--- src/rtl/inst_fetch_way0.sv ---
// Way-0 instruction fetch stage: one outstanding bus read per request, result
// delivered to decode through a one-entry output slot; jumpFlag_i flushes.
module inst_fetch_way0 #(
    parameter int AddrWidth     = 32,
    parameter int DataWidth     = 64,
    parameter int TimeoutCycles = 255
) (
    input  logic                 clk,
    input  logic                 reset_n,
    input  logic                 request_i,
    input  logic [AddrWidth-1:0] instAddr_i,
    input  logic                 jumpFlag_i,
    output logic                 ready_o,
    output logic                 dataOk_o,
    output logic                 bus_req_o,
    output logic [AddrWidth-1:0] bus_addr_o,
    input  logic                 bus_gnt_i,
    input  logic                 bus_rvalid_i,
    input  logic [DataWidth-1:0] bus_rdata_i,
    output logic                 inst_valid_o,
    output logic [AddrWidth-1:0] inst_addr_o,
    output logic [DataWidth-1:0] inst_o,
    output logic                 inst_err_o,
    input  logic                 decode_ready_i
);

    localparam int CntWidth = $clog2(TimeoutCycles + 1);
    localparam logic [CntWidth-1:0] CntLast = CntWidth'(TimeoutCycles - 1);

    typedef enum logic [1:0] {IDLE, REQ, WAIT, DROP} state_t;

    state_t              state;
    logic [CntWidth-1:0] count;
    logic                timed_out;
    logic                load;
    logic                load_err;

    assign timed_out = (count == CntLast);
    assign ready_o   = (state == IDLE) && (!inst_valid_o || decode_ready_i) && !jumpFlag_i;

    // NOTE: every always_comb output gets a default first so no latch is inferred.
    always_comb begin
        load     = 1'b0;
        load_err = 1'b0;
        if (state == WAIT && !jumpFlag_i) begin
            if (bus_rvalid_i) begin
                load = 1'b1;
            end else if (timed_out) begin
                load     = 1'b1;
                load_err = 1'b1;
            end
        end
    end

    // NOTE: sequential state uses non-blocking assignments only, so every register
    // samples pre-edge values regardless of statement order.
    always_ff @(posedge clk or negedge reset_n) begin
        if (!reset_n) begin
            state      <= IDLE;
            bus_req_o  <= 1'b0;
            bus_addr_o <= '0;
            count      <= '0;
        end else begin
            case (state)
                IDLE: begin
                    if (request_i && ready_o) begin
                        bus_addr_o <= instAddr_i & ~AddrWidth'(7);
                        bus_req_o  <= 1'b1;
                        state      <= REQ;
                    end
                end
                REQ: begin
                    if (bus_gnt_i) begin
                        bus_req_o <= 1'b0;
                        count     <= '0;
                        state     <= jumpFlag_i ? DROP : WAIT;
                    end else if (jumpFlag_i) begin
                        bus_req_o <= 1'b0;
                        state     <= IDLE;
                    end
                end
                WAIT: begin
                    // A response or a timeout ends the read; a jump only diverts it to DROP.
                    if (bus_rvalid_i || timed_out) begin
                        state <= IDLE;
                    end else begin
                        count <= count + 1'b1;
                        if (jumpFlag_i) state <= DROP;
                    end
                end
                DROP: begin
                    if (bus_rvalid_i || timed_out) begin
                        state <= IDLE;
                    end else begin
                        count <= count + 1'b1;
                    end
                end
                default: state <= IDLE;
            endcase
        end
    end

    // Output slot: a flush beats a reload, a reload beats a drain.
    always_ff @(posedge clk or negedge reset_n) begin
        if (!reset_n) begin
            dataOk_o     <= 1'b0;
            inst_valid_o <= 1'b0;
            inst_addr_o  <= '0;
            inst_o       <= '0;
            inst_err_o   <= 1'b0;
        end else begin
            dataOk_o <= load;
            if (jumpFlag_i) begin
                inst_valid_o <= 1'b0;
            end else if (load) begin
                inst_valid_o <= 1'b1;
                inst_addr_o  <= bus_addr_o;
                inst_o       <= load_err ? '0 : bus_rdata_i;
                inst_err_o   <= load_err;
            end else if (decode_ready_i) begin
                inst_valid_o <= 1'b0;
            end
        end
    end

endmodule

--- config.mk ---
export PLATFORM = sky130hd
export DESIGN_NAME = inst_fetch_way0
export DESIGN_NICKNAME = d
export VERILOG_FILES = /design/src/rtl/inst_fetch_way0.sv
export SDC_FILE = /design/constraint.sdc
export NUM_CORES = 1
export LEC_CHECK = 0
export BUFFER_PORTS_ARGS = -buffer_cell sky130_fd_sc_hd__buf_2
export CELL_PAD_IN_SITES_DETAIL_PLACEMENT = 2
export CELL_PAD_IN_SITES_GLOBAL_PLACEMENT = 2
export CORE_MARGIN = 2
export CORE_UTILIZATION = 26
export CTS_CLUSTER_SIZE = 10
export DETAILED_ROUTE_END_ITERATION = 16
export GPL_TIMING_DRIVEN = 0
export HOLD_SLACK_MARGIN = 0.02
export PLACE_DENSITY = 0.79
export REMOVE_ABC_BUFFERS = 1
export SETUP_SLACK_MARGIN = 0.05
export SLEW_MARGIN = 20
export SYNTH_ARGS = -nofsm -noshare
export SYNTH_HDL_FRONTEND = slang
export SYNTH_SLANG_ARGS = --single-unit
--- constraint.sdc ---
create_clock -name clk -period 1.8 [get_ports clk]
set_input_delay 0.09 -clock clk [delete_from_list [all_inputs] [get_ports clk]]
set_output_delay 0.09 -clock clk [all_outputs]
set_load 0.05 [all_outputs]
---- Word level (Yosys, flattened, before mapping) ----
Cells that the tools add are included.
cells by class
  add/subtract/negate cells ............... 1
  bitwise operators ....................... 1
  reduce and logical (&&, ||, !) cells .... 18
  equal/unequal tests ..................... 10
  mux-type cells .......................... 24
operators by type and width
  cell                                                   count
  2-to-1 mux 64 bit                                      1
  2-to-1 mux 8 bit                                       2
  case mux 8 bit (2 select lines)                        1
  2-to-1 mux 1 bit                                       12
  2-to-1 mux 2 bit                                       6
  adder 8 x 1 -> 8 bit, second input constant            1
  == test 8 bit, second input constant                   1
  case mux 2 bit (4 select lines)                        1
  inequality test 2 bit, second input constant           3
  AND reduction 3 bit                                    2
  == test 2 bit, second input constant                   2
  logical AND 1 bit                                      4
  AND reduction 2 bit                                    2
  AND reduction 4 bit                                    1
  nonzero test 2 bit                                     2
  inequality test 3 x 2 -> 1 bit, second input constant  1
  inequality test 3 bit, second input constant           1
  nonzero test 3 bit                                     1
  == test 2 x 1 -> 1 bit, second input constant          1
  logical NOT 1 bit                                      2
  logical NOT 2 bit                                      1
  logical OR 1 bit                                       2
  inequality test 2 x 1 -> 1 bit, second input constant  1
  case mux 1 bit (2 select lines)                        1
  2 further kinds                                        2
storage, ports and cells
  output and inout bits ................... 133
  bits in registers ....................... 136
  bits of input ports ..................... 103
  logic and storage cells ................. 63

---- Longest topological paths before layout ----
  depth in word-level cells ............... 7
  depth in mapped cells ................... 9
  mapped depth without buffers ............ 6

---- Least setup slack after synthesis ----
OpenSTA, ideal clock, no wires.
  kind .................................... register to register
  start point ............................. register count[0]
  end point ............................... register inst_addr_o[31]
  data arrival time ....................... 1628 ps
  path slack .............................. 47 ps
  path buffers ............................ 2
  setup time .............................. 125 ps
  clock period less this slack ............ 1753 ps
  required time ........................... 1675 ps
  cell stages (with the launch flop) ...... 9
  cells stage by stage .................... dfrtp_1 > inv_1 > ha_1 > and3_1 > a21oi_2 > nor2b_2 > buf_6 > buf_6 > mux2_4
between the ends
  cells in the longest elaborated chain, start to end .. 5
ends and longest elaborated chain
  element                               line  RTL
  start, declared                       33    logic [CntWidth-1:0] count;
  start signal, assigned                87    count <= count + 1'b1;
  start signal, assigned                95    count <= count + 1'b1;
  == test 8 bit                         38    assign timed_out = (count == CntLast);
  2-to-1 mux 1 bit                      48    end else if (timed_out) begin
  2-to-1 mux 1 bit                      46    if (bus_rvalid_i) begin
  2-to-1 mux 1 bit                      45    if (state == WAIT && !jumpFlag_i) begin
  AND reduction 2 bit (no source line)  n/a
  end signal, assigned                  117   inst_addr_o <= bus_addr_o;
  end, declared                         21    output logic [AddrWidth-1:0] inst_addr_o,
Every way passes these cells.
A chain may end at the register's enable or synchronous reset.

---- Worst setup path in the final report ----
  start point ............................. register count[0]
  end point ............................... register inst_addr_o[19]
Same word-level chain as after synthesis.

==> summary.md <==
| Metric | Value |
|---|---|
| Clk pwr share | `0.193` |
| Highest clock rate | `539.1 MHz` |
| Maximum vdd ir drop | `1124 µV` |
| Via count | `5172` |
| Arrival time worst endpoint | `2.16 ns` |
| Total grt overflow | `0` |
| Initial Util | `0.2656` |
| Clock transition at path regs | `0.07 ns` |
| Worst skew pair latency | `0.42 ns` |
| Finished Layout Cells | `1121` |
| Critical Path Fanout Max | `6` |
| Mapped Avg Cell Area | `11.56 µm²` |
| Sequential share of the synthesized area | `0.6095` |
| Worst-margin pin slew | `0.8049 ns` |
| Synth top area share | `0.6095` |
| Clk buf depth | `2` |
| Die area | `22670 µm²` |
| Final clock skew | `0.01622 ns` |
| Initial DRC Count | `168` |
| Leakage | `4.488 nW` |
| Root buf cell | `clkbuf_16` |
| Vias in the first global route | `5793` |
| Final GP Congestion | `0.6913` |
| Die height | `150.6 µm` |
| Total CTS buffers | `17` |
| CP Capture Type | `flop` |
| Row count | `53` |
| Status | `complete, but fails checks` |
| Routed WL per cell | `21.53 µm` |
| Max incr delay on CP | `0.41 ns` |
| Hold violation count in the final report | `0` |
| CP max stage cell | `dfrtp_2` |
| CP startpoint kind | `flop` |
| Setup ws final | `-0.05490 ns` |
| Wirelength, routed | `24130 µm` |
| Global-route wire length before repair | `35070 µm` |
| Top cells by area, synth | `dfrtp_1 (61%), mux2_2 (10%), nand3_1 (6.3%), o21ai_0 (5.2%), inv_1 (4.4%)` |
| Internal power | `9.468 mW` |
| Initial antenna violation count | `1` |
| DP Cell Count | `961` |
| Drt first pass iters | `6` |
| Layout Nets | `937` |
| Worst hold-check path type | `in -> reg` |
| Cell count after synthesis | `483` |
| Final critical path time including I/O delays and setup | `1.855 ns` |
| IO Port Bufs | `226` |
| Combinational power share | `0.521` |
| Buf+Inv Stages, Crit Path | `3` |
| Netlist cell types | `40` |
| Sequential share of power | `0.286` |
| Most common flop cell mapped by yosys | `dfrtp_1` |
| Antenna Nets Post-Route | `0` |
| Clock sink total | `136` |
| Post-synth EDFFs | `0` |
| Final period utilization | `1.030` |
| Post-DP HPWL | `12570 µm` |
| GRT Util Overall | `0.2076` |
| Slew HR | `0.4634` |
| Crit Path Category | `reg -> reg` |
| Fraction of layout cells with a size suffix above 1 | `0.4414` |
| Area growth from synthesis to layout | `64.28%` |
| RSZ-0062 raised after global routing | `true` |
| Synth async-reset ratio | `1.000` |
| Pwr/cell area | `2105 nW/µm²` |
| Chip width | `150.6 µm` |
| Cell type contributing the most total cell area after synthesis | `dfrtp_1` |
| Switching Fraction | `0.5097` |
| Number of max-cap violations | `0` |
| Via density | `4.614` |
| CORE AREA | `21020 µm²` |
| CTS tree | `built` |
| NetSw | `9.844 mW` |
| Worst path cell trace | `inv_2 -> ha_4 -> and3_4 -> a21oi_4 -> nor2b_4 -> buf_6 -> buf_16 -> mux2_2` |
| Failing checks | `negative setup slack` |
| IO Pins | `236` |
| H-Tree Depth | `4` |
| Residual DRC | `0` |
| Design Power | `19.31 mW` |
| R2R Setup Slk | `-0.05 ns` |
| Largest net degree at the start of global routing | `72` |
| Critical Path RT | `2.11 ns` |
| Largest delay contributor family on the critical path | `simple AND/OR/NAND/NOR gates` |
| # setup viols final | `32` |
| Register bit total from synthesis | `136` |
| YS warnings | `0` |
| Final slew viol count | `0` |
| Netlist area before placement | `5584 µm²` |
-- worst reg2reg max path, stage by stage, from the launching register on --
cell and delay (ns):
dfrtp_2 0.41, inv_2 0.07, ha_4 0.12, and3_4 0.20
a21oi_4 0.08, nor2b_4 0.22, buf_6 0.17, buf_16 0.14
mux2_2 0.33
-- metal layers --
metal / vias to the layer above / GRT usage / wire (µm)
met3: 25 / 0.06939 / 1659
li1: 2317 / - / -
met1: 2631 / 0.2274 / 9182
met5: - / 0 / 0
met4: 0 / 0.05142 / 313
met2: 199 / 0.3836 / 12980
-- final cells by class --
type                    count  area (µm²)
diodes                      1       2.502
clock buffers              18       429.2
clock inverters            14       187.7
fillers                  2155       11850
inverters                  66       247.7
multi-input cells         252        1887
flip-flops and latches    136        3407
well taps                 275       344.1
repair buffers            359        2669
-- registers in the layout, summed over array words and instances (netlist names) --
register and count:
count 8, inst_addr_o 29, inst_o 64, bus_req_o 1, inst_valid_o 1, inst_err_o 1
state 2, bus_addr_o 29, dataOk_o 1
-- cell usage in the layout (no fill, tap or decap), drive strengths merged, types with 2 or more instances in the layout --
cell,netlist,routed
nand4,2,2
nor3,2,2
nor2b,2,3
and2,2,3
dlygate4sd3,0,96
buf,23,258
conb,1,6
dfrtp,136,136
o21ai,69,69
a21oi,5,5
nand2b,3,3
bufbuf,0,2
clkinv,0,6
nand2,6,6
clkbuf,13,21
inv,66,71
ha,2,2
mux2i,3,3
nand4b,3,3
nor2,4,4
bufinv,0,3
nand3,70,70
mux2,58,58
-- through the flow --
stage	instance area, µm²	utilization	setup TNS (ns)	setup WS (ns)	hold WS (ns)
2_1_floorplan	5364	-	-244.86	-2.556	-0.2056
3_3_place_gp	6839	0.3253	-723.27	-5.199	0.3219
3_5_place_dp	7015	0.3337	-72.39	-1.146	0.08193
4_1_cts	8972	0.4268	-1.347	-0.06492	0.04908
5_1_grt	9174	0.4364	-6.095	-0.1260	0.1143
6_report	9174	0.4364	-0.9706	-0.05490	0.08101
-- synthesized netlist by cell type (2+ instances only) --
| library cell | number |
|---|---|
| inv_1 | 66 |
| mux2_4 | 5 |
| nor3_1 | 2 |
| buf_1 | 2 |
| dfrtp_1 | 136 |
| mux2i_1 | 3 |
| ha_1 | 2 |
| and2_1 | 2 |
| nand4_1 | 2 |
| nand2_1 | 6 |
| nand3_1 | 70 |
| mux2_1 | 2 |
| o21ai_1 | 11 |
| buf_2 | 5 |
| o21ai_0 | 58 |
| buf_4 | 6 |
| buf_6 | 10 |
| clkbuf_1 | 13 |
| a21oi_1 | 4 |
| mux2_2 | 51 |
| nand2b_1 | 3 |
| nand4b_1 | 3 |
| nor2_1 | 4 |
-- repair_timing --
item	CTS	global route
pin swaps	2	3
setup endpoints to repair	111	99
endpoints found under the hold margin	160	0
buffers inserted	15	7
cloned	7	3
gates resized for setup	31	27
hold buffers	96	0
-- power by group through the flow --
| stage | Combinational [mW] | Clock [mW] | Sequential [mW] |
|---|---|---|---|
| floorplan | 1.62 | 0 | 10.2 |
| global placement | 8.77 | 0 | 5.34 |
| detailed placement | 9.03 | 0 | 5.45 |
| CTS | 9.69 | 3.81 | 5.39 |
| global route | 10.5 | 3.96 | 5.69 |
| finish | 10.1 | 3.74 | 5.52 |
-- final timing paths --
path | start | end | cells after the start
setup / recovery | count[0]$_DFFE_PN0P_ | inst_addr_o[19]$_DFFE_PN0P_ | 8
hold / removal | bus_gnt_i | bus_req_o$_DFFE_PN0P_ | 4
setup reg to reg | count[0]$_DFFE_PN0P_ | inst_addr_o[19]$_DFFE_PN0P_ | 8
hold reg to reg | inst_addr_o[26]$_DFFE_PN0P_ | inst_addr_o[26]$_DFFE_PN0P_ | 1
max in group asynchronous | reset_n | inst_o[30]$_DFFE_PN0P_ | 3
min in group asynchronous | reset_n | inst_addr_o[14]$_DFFE_PN0P_ | 2
-- cells by family after synthesis --
logic type | share of synthesized area
AO/OA/AOI/OAI | 0.08022
XOR/XNOR | 0.001569
adder cells (fa/ha/maj) | 0.004481
buffers and inverters | 0.08716
flip-flops | 0.6095
multiplexers | 0.1257
other | 0.0006715
AND/OR/NAND/NOR | 0.09075
Power figures use the tool's default switching activity.
